[src/rtl/gen_loop_serializer.sv]
// Parallel-to-serial transmitter: WIDTH-bit word in, one bit per beat out, optional even-parity beat (GEN_SER_PARITY_EN).
// Latency: first beat is valid the cycle after the word is accepted; one word per NBEATS+1 cycles at best.
// Backpressure: out_ready low freezes out_bit/out_last/beat count; in_ready is high only while idle.
`timescale 1ns/1ps
module gen_loop_serializer #(
    parameter int WIDTH     = 8,
    parameter int MSB_FIRST = 0
) (
    input  logic             clk,
    input  logic             rst_n,
    input  logic [WIDTH-1:0] in_data,
    input  logic             in_valid,
    output logic             in_ready,
    output logic             out_bit,
    output logic             out_valid,
    input  logic             out_ready,
    output logic             out_last,
    output logic             busy
);

`ifdef GEN_SER_PARITY_EN
    localparam int NBEATS = WIDTH + 1;
`else
    localparam int NBEATS = WIDTH;
`endif
    localparam int CW = $clog2(NBEATS + 1);

    localparam logic ST_IDLE  = 1'b0;
    localparam logic ST_SHIFT = 1'b1;

    logic              state_q, state_d;
    logic [NBEATS-1:0] shreg_q, shreg_d;
    logic [CW-1:0]     cnt_q, cnt_d;
    logic [NBEATS-1:0] load_word;
    logic [NBEATS-1:0] shifted;
    logic              in_acc;
    logic              beat_acc;
    logic              last_beat;

    // The parity bit sits at the far end of the register so it leaves after the data bits.
`ifdef GEN_SER_PARITY_EN
    assign load_word = (MSB_FIRST != 0) ? {in_data, ^in_data} : {^in_data, in_data};
`else
    assign load_word = in_data;
`endif

    generate
        for (genvar i = 0; i < NBEATS; i++) begin : g_shift
            if (MSB_FIRST != 0) begin : g_msb
                if (i == 0) begin : g_fill
                    assign shifted[i] = 1'b0;
                end else begin : g_move
                    assign shifted[i] = shreg_q[i-1];
                end
            end else begin : g_lsb
                if (i == NBEATS - 1) begin : g_fill
                    assign shifted[i] = 1'b0;
                end else begin : g_move
                    assign shifted[i] = shreg_q[i+1];
                end
            end
        end
    endgenerate

    assign in_ready  = (state_q == ST_IDLE);
    assign out_valid = (state_q == ST_SHIFT);
    assign busy      = (state_q == ST_SHIFT);
    assign in_acc    = in_valid && in_ready;
    assign beat_acc  = out_valid && out_ready;
    assign last_beat = (cnt_q == CW'(NBEATS - 1));
    assign out_last  = out_valid && last_beat;
    // Zero-fill guarantees the register is empty again once a frame drains, so out_bit is 0 when idle.
    assign out_bit   = (MSB_FIRST != 0) ? shreg_q[NBEATS-1] : shreg_q[0];

    always_comb begin
        state_d = state_q;
        shreg_d = shreg_q;
        cnt_d   = cnt_q;
        if (in_acc) begin
            state_d = ST_SHIFT;
            shreg_d = load_word;
            cnt_d   = '0;
        end else if (beat_acc) begin
            shreg_d = shifted;
            cnt_d   = cnt_q + CW'(1);
            if (last_beat) begin
                state_d = ST_IDLE;
            end
        end
    end

    always_ff @(posedge clk or negedge rst_n) begin
        if (!rst_n) begin
            state_q <= ST_IDLE;
            shreg_q <= '0;
            cnt_q   <= '0;
        end else begin
            state_q <= state_d;
            shreg_q <= shreg_d;
            cnt_q   <= cnt_d;
        end
    end

    a_hold_on_stall: assert property (@(posedge clk) disable iff (!rst_n)
        (out_valid && !out_ready) |=> (out_valid && $stable(out_bit) && $stable(out_last)));

    a_no_overrun: assert property (@(posedge clk) disable iff (!rst_n)
        cnt_q <= CW'(NBEATS));

endmodule

[config.mk]
export PLATFORM = sky130hd
export DESIGN_NAME = gen_loop_serializer
export DESIGN_NICKNAME = d
export VERILOG_FILES = /design/src/rtl/gen_loop_serializer.sv
export SDC_FILE = /design/constraint.sdc
export NUM_CORES = 1
export LEC_CHECK = 0
export CELL_PAD_IN_SITES_DETAIL_PLACEMENT = 1
export CELL_PAD_IN_SITES_GLOBAL_PLACEMENT = 1
export CORE_UTILIZATION = 34
export DETAILED_ROUTE_END_ITERATION = 10
export PLACE_DENSITY_LB_ADDON = 0.1
export SYNTH_ARGS = -nofsm -noshare
export SYNTH_HDL_FRONTEND = slang
export SYNTH_SLANG_ARGS = --single-unit
[constraint.sdc]
create_clock -name clk -period 1.36 [get_ports clk]
set_input_delay 0.272 -clock clk [delete_from_list [all_inputs] [get_ports clk]]
set_output_delay 0.272 -clock clk [all_outputs]
set_load 0.03 [all_outputs]
==> results_dict.tcl <==
set metrics [dict create \
    drc_errors 0 \
    ff_latch_area_um2 327 \
    clkSinkCount 13 \
    worst_path_max_delay_cell "dfrtp_1" \
    use_met1_pct 20.6 \
    required_ns 1.09 \
    syn_inst 63 \
    dieArea_mm2 0.00203 \
    tightest_slew_ns 0.293 \
    multi_input_comb_area_um2 269 \
    reg2reg_from "busy$_DFFE_PN0P_" \
    grt_start_max_net_pins 14 \
    clockBufferDepth 2 \
    period_minus_slack_ns 1.49 \
    initial_core_util_pct 36.4 \
    critPathMaxStageDelay_ns 0.40 \
    slew_viol_final 0 \
    gp_congestion 0.714 \
    cellPowerDensity_mw_per_mm2 1730 \
    mostFrequentLayoutCell "buf_4" \
    syn_nets 76 \
    layout_worst_path_cycle_share_pct 110 \
    ioPinCount 17 \
    synthTopCellsByArea "dfrtp_1 52%, nor2_1 7.8%, o22ai_1 6.0%, o21ai_0 4.0%, mux2i_1 3.2%" \
    drtAntennaViolNets 0 \
    wl_per_cell_um 12.9 \
    drt_iter0_drc 1 \
    yosys.cell_types.count 22 \
    crit_start "cnt_q[0]$_DFFE_PN0P_" \
    end_kind "primary output" \
    n_fill_cell 221 \
    maxCapViolCount 0 \
    finalSetupTns_ns -0.132 \
    cp_top_family "flip-flops" \
    grt_pass1_vias 566 \
    crit_buf_inv 1 \
    grt_remaining_overflow 0 \
    critPathLaunchType "register" \
    synth.largest_area_cell "dfrtp_1" \
    synth-seq-cells 13 \
    path_max_fanout 2 \
    cp_cell_sequence "ha_2 -> and4b_2 -> buf_6" \
    dp_hpwl_um 1030 \
    instances_no_fill 116 \
    die_w_um 45.0 \
    syn_area_per_cell_um2 9.99 \
    slew_headroom_pct 80.6 \
    hold_viol 0 \
    dr.pass1.iters 3 \
    cts_made_buffers 3 \
    status "finished, violations left" \
    grt_pass1_wl_um 2470 \
    num_antenna_cells 0 \
    die-height_um 45.0 \
    core-area_mm2 0.00173 \
    syn2layout_area_growth_pct 42.9 \
    p_leak_nw 0.395 \
    synth_area_um2 629 \
    layout_setup_ws_ns -0.132 \
    h-tree-depth 1 \
    grt_use_total_pct 17.6 \
    seq_area_frac_synth_pct 51.7 \
    path_class "register to primary output" \
    yosysTopAreaCellShare_pct 51.7 \
    rows 15 \
    io_buffer_count 16 \
    routed_wl_um 1500 \
    crit_arrival_ns 1.22 \
    setup_viol 1 \
    max_freq_ghz 0.670 \
    cts_tree "yes" \
    dp_cells 109 \
    yosys_warnings 0 \
    hp-class "input port to asynchronous set/reset pin" \
    violations "setup timing" \
    clock_skew_ns 0.00319 \
    clkTransAtPathRegs_ns 0.08 \
    vias 546 \
    antenna_found_initial 0 \
    busiest_layer "met2" \
    grt_util_met3_pct 4.00 \
    cts_root_buf "clkbuf_4" \
    rsz0062_at_grt "yes" \
    grtUsageMet2_pct 29.9 \
    insertion_delay_ns 0.27 \
    drive_above_1_share_pct 26.4 \
    vdd_drop_max_uv 898 \
    vias_per_cell 4.71 \
    final_net_count 105 \
    layout_common_cells "14 x buf_4, 13 x nor2_1, 12 x dfrtp_1" \
]
synth_stat cells, drive strengths merged:
library cell	instances
ha	1
a21oi	2
a211oi	1
o22ai	7
nand4	1
xor2	1
mux2i	2
and4b	1
buf	3
o21ai	5
nand3	1
nor2	13
nor2b	1
inv	3
dfrtp	13
nand2	4
a21boi	1
mux2	1
nand2b	1
xnor2	1
final cells by class:
cell class / instances / area share, %
Multi-Input combinational cell: 44 / 29.9
Clock buffer: 4 / 2.92
Inverter: 3 / 1.25
Sequential cell: 13 / 36.3
Tap cell: 25 / 3.48
Timing Repair Buffer: 27 / 26.1
metrics by stage:
stage | utilization, % | hold slack, ns | power (mW) | instance area [um2] | setup WS, ns
floorplan | - | -0.0236 | 1.04 | 629 | 0.0620
finish | 52.1 | 0.312 | 1.56 | 900 | -0.132
global placement | 48.9 | 0.492 | 1.26 | 845 | -0.113
CTS | 51.2 | 0.303 | 1.54 | 885 | -0.143
global route | 52.1 | 0.326 | 1.68 | 900 | -0.185
detailed placement | 48.9 | 0.503 | 1.29 | 845 | -0.120
worst reg2reg max path, stage by stage, from the launching register on:
cell and delay [ns]:
dfrtp_2 0.45, buf_4 0.17, mux2_4 0.35, nor2_1 0.11, nor2_1 0.05
state kept, by name, summed over array words and instances, names as in the netlist:
signal	cells
shreg_q	8
cnt_q	4
busy	1
timing repair:
action / CTS / global route
setup endpoints to repair: 4 / 2
gates resized for setup: 4 / 0
buffers inserted: 1 / 2
hold buffers: 0 / 0
pin swaps: 2 / 1
worst paths after layout:
kind,to,cells past startpoint,slack (ns)
min in group clk,cnt_q[2]$_DFFE_PN0P_,1,0.51
hold / removal,cnt_q[2]$_DFFE_PN0P_,2,0.31
setup reg to reg,shreg_q[4]$_DFFE_PN0P_,4,0.13
max in group asynchronous,busy$_DFFE_PN0P_,2,0.87
setup / recovery,out_last,3,-0.13
hold reg to reg,cnt_q[2]$_DFFE_PN0P_,1,0.51
layer usage:
layer	part of all wire, %	vias up
li1	-	273
met1	46	262
met2	50	9
met3	3.1	2
met4	0.80	0
met5	0	-
power breakdown:
part           switching, mW  internal, mW  total (mW)
sequential             0.104         0.550       0.654
clock                  0.129         0.114       0.243
combinational          0.329         0.333       0.662
total                  0.562         0.997        1.56
logic make-up after synthesis:
logic type / Yosys count / share of synthesized area (%)
buffers and inverters: 6 / 5.96
adder cells (fa/ha/maj): 1 / 1.99
AO/OA/AOI/OAI: 16 / 15.9
XOR/XNOR: 2 / 2.78
flip-flops: 13 / 51.7
multiplexers: 3 / 5.57
AND/OR/NAND/NOR: 22 / 16.1
(Power assumes the default switching activity.)
